===== src/rtl/clint_mh.sv =====
// clint_mh: multi-hart core-local interruptor.
// One shared 64-bit mtime driven by a TICK_DIV prescaler, plus per-hart msip,
// 64-bit mtimecmp, timer/software interrupt outputs and a 2-flop external
// interrupt synchroniser.
// Optional feature macro: CLINT_MH_MTIME_WR_EN makes the mtime words writable;
// without it mtime is read-only and writes to it are acknowledged and dropped.
//
// Handshake: a request (wready or rready) sampled high at a rising edge is
// serviced at that edge, and its acknowledge (wvalid or rvalid) is high for
// exactly the following cycle. Requests are never stalled, so back-to-back
// requests each get their own one-cycle acknowledge. Read data is taken from
// register values before any same-edge write.
module clint_mh #(
  parameter int NHART    = 2,
  parameter int TICK_DIV = 1
) (
  input  logic              clk,
  input  logic              reset,
  input  logic              timer_en,
  input  logic              wready,
  output logic              wvalid,
  input  logic [31:0]       waddr,
  input  logic [31:0]       wdata,
  input  logic [3:0]        wstrb,
  input  logic              rready,
  output logic              rvalid,
  input  logic [31:0]       raddr,
  output logic              rresp,
  output logic [31:0]       rdata,
  input  logic [NHART-1:0]  ext_irq_in,
  output logic [NHART-1:0]  timer_irq,
  output logic [NHART-1:0]  sw_irq,
  output logic [NHART-1:0]  ex_irq
);

  localparam int            PW   = (TICK_DIV > 1) ? $clog2(TICK_DIV) : 1;
  localparam logic [PW-1:0] PMAX = PW'(TICK_DIV - 1);

  // Word indices of the mtime low/high registers (0xBFF8 and 0xBFFC).
  localparam logic [13:0] MTIME_LO_WORD = 14'h2FFE;
  localparam logic [13:0] MTIME_HI_WORD = 14'h2FFF;

  // Byte-lane merge of a 32-bit write into an existing word.
  function automatic logic [31:0] f_merge(input logic [31:0] i_old,
                                          input logic [31:0] i_new,
                                          input logic [3:0]  i_strb);
    logic [31:0] v;
    v = i_old;
    for (int b = 0; b < 4; b++) begin
      if (i_strb[b]) v[8*b +: 8] = i_new[8*b +: 8];
    end
    return v;
  endfunction

  // State
  logic [PW-1:0]    r_presc;
  logic [63:0]      r_mtime;
  logic [63:0]      r_mtimecmp [NHART];
  logic [NHART-1:0] r_msip;
  logic             r_wvalid;
  logic             r_rvalid;
  logic             r_rresp;
  logic [31:0]      r_rdata;
  logic [NHART-1:0] r_timer_irq;
  logic [NHART-1:0] r_sw_irq;
  logic [NHART-1:0] r_ext_meta;
  logic [NHART-1:0] r_ex_irq;

  // Decode
  logic [13:0] w_wr_word;
  logic [10:0] w_wr_cmp_idx;
  logic        w_wr_msip;
  logic        w_wr_cmp;
  logic        w_tick;
  logic [63:0] w_mtime_nxt;
  logic [13:0] w_rd_word;
  logic [10:0] w_rd_cmp_idx;
  logic [31:0] w_rd_data;
  logic        w_rd_err;
  logic        w_unused;

  assign w_wr_word    = waddr[15:2];
  assign w_wr_cmp_idx = waddr[13:3];
  assign w_wr_msip    = wready && (w_wr_word < 14'(NHART));
  assign w_wr_cmp     = wready && (waddr[15:14] == 2'b01) &&
                        (w_wr_cmp_idx < 11'(NHART));
  assign w_rd_word    = raddr[15:2];
  assign w_rd_cmp_idx = raddr[13:3];

  // The increment happens on the last prescaler count of an enabled cycle.
  assign w_tick = timer_en && (r_presc == PMAX);

  // Upper address bits and the byte offset do not take part in decoding.
  assign w_unused = &{1'b0, waddr[31:16], waddr[1:0], raddr[31:16], raddr[1:0]};

`ifdef CLINT_MH_MTIME_WR_EN
  logic w_wr_mtlo;
  logic w_wr_mthi;
  assign w_wr_mtlo = wready && (w_wr_word == MTIME_LO_WORD);
  assign w_wr_mthi = wready && (w_wr_word == MTIME_HI_WORD);
`endif

  // Next mtime: increment first, then written bytes override the result.
  always_comb begin
    w_mtime_nxt = r_mtime;
    if (w_tick) w_mtime_nxt = r_mtime + 64'd1;
`ifdef CLINT_MH_MTIME_WR_EN
    if (w_wr_mtlo) w_mtime_nxt[31:0]  = f_merge(w_mtime_nxt[31:0],  wdata, wstrb);
    if (w_wr_mthi) w_mtime_nxt[63:32] = f_merge(w_mtime_nxt[63:32], wdata, wstrb);
`endif
  end

  // Read mux over the current (pre-write) register values; unmapped -> error.
  always_comb begin
    w_rd_data = '0;
    w_rd_err  = 1'b1;
    for (int h = 0; h < NHART; h++) begin
      if (w_rd_word == 14'(h)) begin
        w_rd_data = {31'd0, r_msip[h]};
        w_rd_err  = 1'b0;
      end
      if ((raddr[15:14] == 2'b01) && (w_rd_cmp_idx == 11'(h))) begin
        w_rd_data = raddr[2] ? r_mtimecmp[h][63:32] : r_mtimecmp[h][31:0];
        w_rd_err  = 1'b0;
      end
    end
    if (w_rd_word == MTIME_LO_WORD) begin
      w_rd_data = r_mtime[31:0];
      w_rd_err  = 1'b0;
    end
    if (w_rd_word == MTIME_HI_WORD) begin
      w_rd_data = r_mtime[63:32];
      w_rd_err  = 1'b0;
    end
  end

  // Bus acknowledges and registered read response.
  always_ff @(posedge clk or posedge reset) begin
    if (reset) begin
      r_wvalid <= 1'b0;
      r_rvalid <= 1'b0;
      r_rresp  <= 1'b0;
      r_rdata  <= '0;
    end else begin
      r_wvalid <= wready;
      r_rvalid <= rready;
      if (rready) begin
        r_rdata <= w_rd_data;
        r_rresp <= w_rd_err;
      end
    end
  end

  // Prescaler and the shared mtime counter.
  always_ff @(posedge clk or posedge reset) begin
    if (reset) begin
      r_presc <= '0;
      r_mtime <= '0;
    end else begin
      if (timer_en) begin
        r_presc <= (r_presc == PMAX) ? '0 : r_presc + PW'(1);
      end
      r_mtime <= w_mtime_nxt;
    end
  end

  // Per-hart msip and mtimecmp registers with byte-strobed writes.
  always_ff @(posedge clk or posedge reset) begin
    if (reset) begin
      r_msip <= '0;
      for (int h = 0; h < NHART; h++) r_mtimecmp[h] <= '1;
    end else begin
      for (int h = 0; h < NHART; h++) begin
        if (w_wr_msip && (w_wr_word == 14'(h)) && wstrb[0]) begin
          r_msip[h] <= wdata[0];
        end
        if (w_wr_cmp && (w_wr_cmp_idx == 11'(h))) begin
          if (waddr[2]) begin
            r_mtimecmp[h][63:32] <= f_merge(r_mtimecmp[h][63:32], wdata, wstrb);
          end else begin
            r_mtimecmp[h][31:0]  <= f_merge(r_mtimecmp[h][31:0], wdata, wstrb);
          end
        end
      end
    end
  end

  // Registered interrupt outputs and the external-interrupt synchroniser.
  always_ff @(posedge clk or posedge reset) begin
    if (reset) begin
      r_timer_irq <= '0;
      r_sw_irq    <= '0;
      r_ext_meta  <= '0;
      r_ex_irq    <= '0;
    end else begin
      for (int h = 0; h < NHART; h++) begin
        r_timer_irq[h] <= (r_mtime >= r_mtimecmp[h]);
      end
      r_sw_irq   <= r_msip;
      r_ext_meta <= ext_irq_in;
      r_ex_irq   <= r_ext_meta;
    end
  end

  assign wvalid    = r_wvalid;
  assign rvalid    = r_rvalid;
  assign rresp     = r_rresp;
  assign rdata     = r_rdata;
  assign timer_irq = r_timer_irq;
  assign sw_irq    = r_sw_irq;
  assign ex_irq    = r_ex_irq;

endmodule


===== config.mk =====
export PLATFORM = sky130hd
export DESIGN_NAME = clint_mh
export DESIGN_NICKNAME = d
export VERILOG_FILES = /design/src/rtl/clint_mh.sv
export SDC_FILE = /design/constraint.sdc
export NUM_CORES = 1
export LEC_CHECK = 0
export CAP_MARGIN = 25
export CORE_AREA = 5 5 219 221
export DETAILED_ROUTE_END_ITERATION = 12
export DIE_AREA = 0 0 224 226
export PLACE_DENSITY = 0.53
export SLEW_MARGIN = 5
export SYNTH_ARGS = -nofsm -noshare
export SYNTH_HDL_FRONTEND = slang
export SYNTH_SLANG_ARGS = --single-unit

===== constraint.sdc =====
create_clock -name clk -period 12.6 [get_ports clk]
set_input_delay 1.89 -clock clk [delete_from_list [all_inputs] [get_ports clk]]
set_output_delay 1.89 -clock clk [all_outputs]
set_load 0.01 [all_outputs]

Word level (Yosys, flattened, before mapping)
Cells that the tools add are included.
Widths: inputs -> output; s select.
{"block": "op_classes", "add_sub_neg": 2, "magnitude_cmp": 4, "n_eq_ne": 8, "mux": 15, "bitwise_logic": 2, "reduce_logical": 32}
{"cell": "$mux 32", "n": 7}
{"cell": "$ge 64x64->1", "n": 2}
{"cell": "$add 64x1->64 const B", "n": 1}
{"cell": "$reduce_and 3->1", "n": 16}
{"cell": "$eq 14x1->1 const B", "n": 2}
{"cell": "$eq 14x14->1 const B", "n": 2}
{"cell": "$logic_not 14->1", "n": 2}
{"cell": "$eq 11x1->1 const B", "n": 2}
{"cell": "$logic_not 11->1", "n": 2}
{"cell": "$lt 14x2->1 const B", "n": 1}
{"cell": "$logic_and 1x1->1", "n": 12}
{"cell": "$lt 11x2->1 const B", "n": 1}
{"cell": "$mux 1", "n": 8}
{"cell": "$eq 2x1->1 const B", "n": 2}
{"cell": "$not 1->1", "n": 2}
{"cell": "$add 1x1->1 const B", "n": 1}
{"block": "word_totals", "register_bits": 238}

Depth between registers and ports, before layout
{"block": "depth", "depth_word": 7, "ltp_mapped": 8, "depth_no_buf": 8}

Least setup slack after synthesis
Ideal clock, no wire load.
{"block": "synth_timing", "kind": "input port to flip-flop", "startpoint": "input raddr[2]", "endpoint": "register r_rdata[0] (netlist: rdata[0])", "setup_time_ns": 0.125, "arrival_ns": 3.342, "required_ns": 12.475, "path_slack_ns": 9.133, "path_stages": 6, "path_buffers": 3, "path_cell_list": "clkbuf_1 buf_1 clkbuf_1 mux2i_1 o32ai_1 mux2_2"}
{"block": "synth_via", "elab_chain_len": 7}
{"item": "start, declared", "line": "27", "source": "input logic [31:0] raddr,"}
{"item": "$logic_not 14->1", "line": "118", "source": "if (w_rd_word == 14'(h)) begin"}
{"item": "$mux 1", "line": "118"}
{"item": "$mux 32", "line": "122", "source": "if ((raddr[15:14] == 2'b01) && (w_rd_cmp_idx == 11'(h))) begin"}
{"item": "$mux 32", "line": "118"}
{"item": "$mux 32", "line": "122"}
{"item": "$mux 32", "line": "127", "source": "if (w_rd_word == MTIME_LO_WORD) begin"}
{"item": "$mux 32 (*)", "line": "131", "source": "if (w_rd_word == MTIME_HI_WORD) begin"}
{"item": "end signal, assigned", "line": "148", "source": "r_rdata <= w_rd_data;"}
{"item": "end, declared", "line": "63", "source": "logic [31:0] r_rdata;"}
Every way passes the cells marked *; elsewhere a longest branch is shown, timed or not.
A chain may end at the register's enable or synchronous reset.

Final worst setup path
{"block": "layout_timing", "startpoint": "input waddr[15]", "endpoint": "register r_mtimecmp[12] in the netlist's numbering"}
{"block": "layout_via", "elab_chain_len": 5}
{"item": "start, declared", "line": "22", "source": "input logic [31:0] waddr,"}
{"item": "$eq 2x1->1", "line": "85", "source": "assign w_wr_cmp = wready && (waddr[15:14] == 2'b01) &&"}
{"item": "$logic_and 1x1->1 (2 in series)", "line": "85"}
{"item": "$logic_and 1x1->1", "line": "177", "source": "if (w_wr_cmp && (w_wr_cmp_idx == 11'(h))) begin"}
{"item": "$reduce_and 3->1 (no line)"}
{"item": "end signal, assigned by index", "line": "179", "source": "r_mtimecmp[h][63:32] <= f_merge(r_mtimecmp[h][63:32], wdata, wstrb);"}
{"item": "end signal, assigned by index", "line": "181", "source": "r_mtimecmp[h][31:0] <= f_merge(r_mtimecmp[h][31:0], wdata, wstrb);"}
{"item": "end, declared", "line": "58", "source": "logic [63:0] r_mtimecmp [NHART];"}
No other way between the ends.

==> impl_metrics.ini <==
[cts]
numClockSinks = 237
root_buffer = clkbuf_16
post_cts_buffers = 0
clockBufferDepth = 3
clk_pin_slew_worst_paths_ps = 60
post_cts_resize_count = 0
cts_hold_buf = 0
htreeDepth = 1
cts_inserted_buffers = 29
insertion_delay_ps = 570
cts_tree = done

[critical_path]
cp.required_ps = 13080
critPathMaxFanout = 8
end_kind = flip-flop
cp.arrival_ps = 4420
critPathLaunchType = input pin
critPathKind = input pin to flip-flop

[sta]
max-slew-margin-rel_pct = 43.09
rsz0062_at_grt = no
clock_skew_ps = 20.63
min_period_ps = 3945
final_max_slew_viol_count = 0
period_share_pct = 31.31
hold_viol_final = 0
max_freq_mhz = 253.5
tightest_slew_ps = 853.7
setup_viol = 0
totalNegativeSetupSlack_ps = 0

[placed_design]
port_buffers = 111
placed_cell_area_mm2 = 0.01580
dpl.hpwl_mm = 29.25
placedCellCount = 2025
gp_congestion = 0.8302

[layout]
ff_latch_area_mm2 = 0.006091
stdcell_area_mm2 = 0.01685
area_growth_pct = 20.09
finish.utilization_pct = 36.66
nFillCells = 4570
drive_gt1_share_pct = 24.44
multi_input_area_mm2 = 0.007247
final_nets = 1686
layoutNonFillerInstCount = 2081

[synth]
ys_ff_latch = 237
synthArstFlopShare_pct = 100.0
yosysTopAreaCell = dfstp_2
netlist.area_leader.share_pct = 23.97
synth.avg_cell_area_um2 = 10.45
syn_nets = 1579
synth.area.top_cells = dfstp_2, dfrtp_1, mux2_2, ha_1, inv_1
synth-edff-count = 0
ys.flop_type = dfstp_2
synth_area_mm2 = 0.01403
synthDistinctLibCells = 57
ys_seq_area_share_pct = 43.41
syn_inst = 1343
synth_warnings = 0

[floorplanning]
core_area_mm2 = 0.04596
io_pins = 148
die_w_um = 224
start_util_pct = 30.53
die_area_mm2 = 0.05062
rows = 79
die_y_um = 226

[status]
status = completed

[global_routing]
grt.overflow.total = 0
grt_pass1_wl_mm = 64.43
grt_pass1_vias = 10981
antenna_found_initial = 2
grt_use_total_pct = 15.95
grt_start_max_net_pins = 112

[power]
pwr_density_cell_mw_per_mm2 = 108.8
fin_total_pwr_uw = 1833
ir_drop_v = 0.00006684
power.static_leakage_uw = 0.007310

[route]
avgRoutedWirePerCell_um = 19.52
wl_mm = 40.62
first_iter_violations = 736
drc = 0
antenna_left = 0
viasPerCell = 5.092
drt_first_pass_iters = 5
vias = 10597

[min_path]
hp-class = flip-flop to flip-flop

[flow_run]
cap_violations = 0
[per-layer routing]
metal / wire length, µm / global-route usage [%]
met4: 910 / 4.289
met1: 18530 / 21.68
met5: 0 / 0
met3: 1664 / 1.950
met2: 19510 / 27.02
[sequential cells by signal (all words and copies together), names as in the netlist, 2 cells and up]
name / count
timer_irq: 2
r_ext_meta: 2
rdata: 32
ex_irq: 2
sw_irq: 2
r_mtime: 64
r_msip: 2
r_mtimecmp: 128
[cells in the final DEF (no fill, tap or decap), types with 3 or more instances in the layout]
cell type and instances:
nor4_1 8, nor2_1 37, bufinv_16 3, a221oi_1 4, xnor2_1 47, a21boi_0 3, a211oi_1 6, and2_1 8
and4_1 7, a21oi_1 73, clkbuf_16 29, mux2_2 152, o21a_1 5, nor3_2 7, xor2_1 16, a21o_1 38
a222oi_1 30, nand4_1 42, buf_4 12, ha_1 129, o21ai_0 90, dfrtp_1 109, nor3_1 10, nand3_1 46
dfstp_2 128, clkbuf_1 4, clkbuf_8 12, nand4_2 3, and3_1 16, clkdlybuf4s50_1 110, inv_1 136, nor2b_1 4
or3_1 4, nand2b_1 7, nand2_1 98
[final cells by class]
cell class	instances	area share, %
multi-input cells	923	43.01
flip-flops and latches	237	36.14
repair buffers	122	7.069
clock buffers	45	5.376
well taps	607	4.507
inverters	137	3.096
clock inverters	9	0.7870
diodes	1	0.01485
[synth_stat cells (all sizes together), types with 2 or more instances]
library cell	n
a222oi	30
nand3	46
o21a	5
a221oi	4
xnor2	47
and4	7
a21oi	73
and2	8
and3	16
nor2b	4
o311ai	2
clkbuf	29
inv	137
dfstp	128
mux2i	2
or3	4
o21ai	90
mux2	152
a211oi	6
a2111oi	2
nand2	98
a31oi	2
nor2	39
buf	17
dfrtp	109
xor2	16
nor4	10
o211ai	2
ha	129
nand2b	7
o31ai	2
nand4	46
a21o	38
nor3	17
a21boi	3
o22ai	2
[logic make-up (layout without fill, tap and decap cells)]
group	count (synthesis)	in the layout	share of synthesized area, %
simple gates	307	307	11.49
buf+inv	183	313	5.020
other cells	0	1	0
flops	237	237	43.41
xor+xnor	63	63	3.932
fa+ha+maj	129	129	11.50
mux	155	155	12.50
compound gates	269	269	12.14
[final timing paths]
| kind | from | end | slack [ps] | depth (start not counted) |
|---|---|---|---|---|
| worst max-delay path | waddr[15] | r_mtimecmp[12] | 8650 | 7 |
| worst min-delay path | r_ext_meta[1] | ex_irq[1] | 350 | 0 |
| worst max register to register | r_mtime[0] | timer_irq[0] | 9530 | 8 |
| worst min register to register | r_ext_meta[1] | ex_irq[1] | 350 | 0 |
| max in group asynchronous | reset | ex_irq[1] | 9290 | 3 |
| min in group asynchronous | reset | rdata[26] | 1900 | 2 |
[report_power, final]
group	internal [µW]	total, µW	switching [µW]
Clock	553	896	343
Combinational	59.6	134	74.4
Sequential	777	803	26.3
[through the flow]
stage / worst slack (ps) / hold WS, ps
global placement: 8090 / 336.3
detailed placement: 8079 / 341.0
finish: 8655 / 349.4
floorplan: 4419 / 331.2
CTS: 8670 / 353.5
global route: 8509 / 354.5
[worst max-delay path, stage by stage]
cell and delay (ps):
clkdlybuf4s50_1 410, nor4b_1 310, and3_1 260, and3_1 350, nor2b_1 320, nand2_1 450, mux2_2 420
No activity file was read; power rests on OpenSTA's default activity.
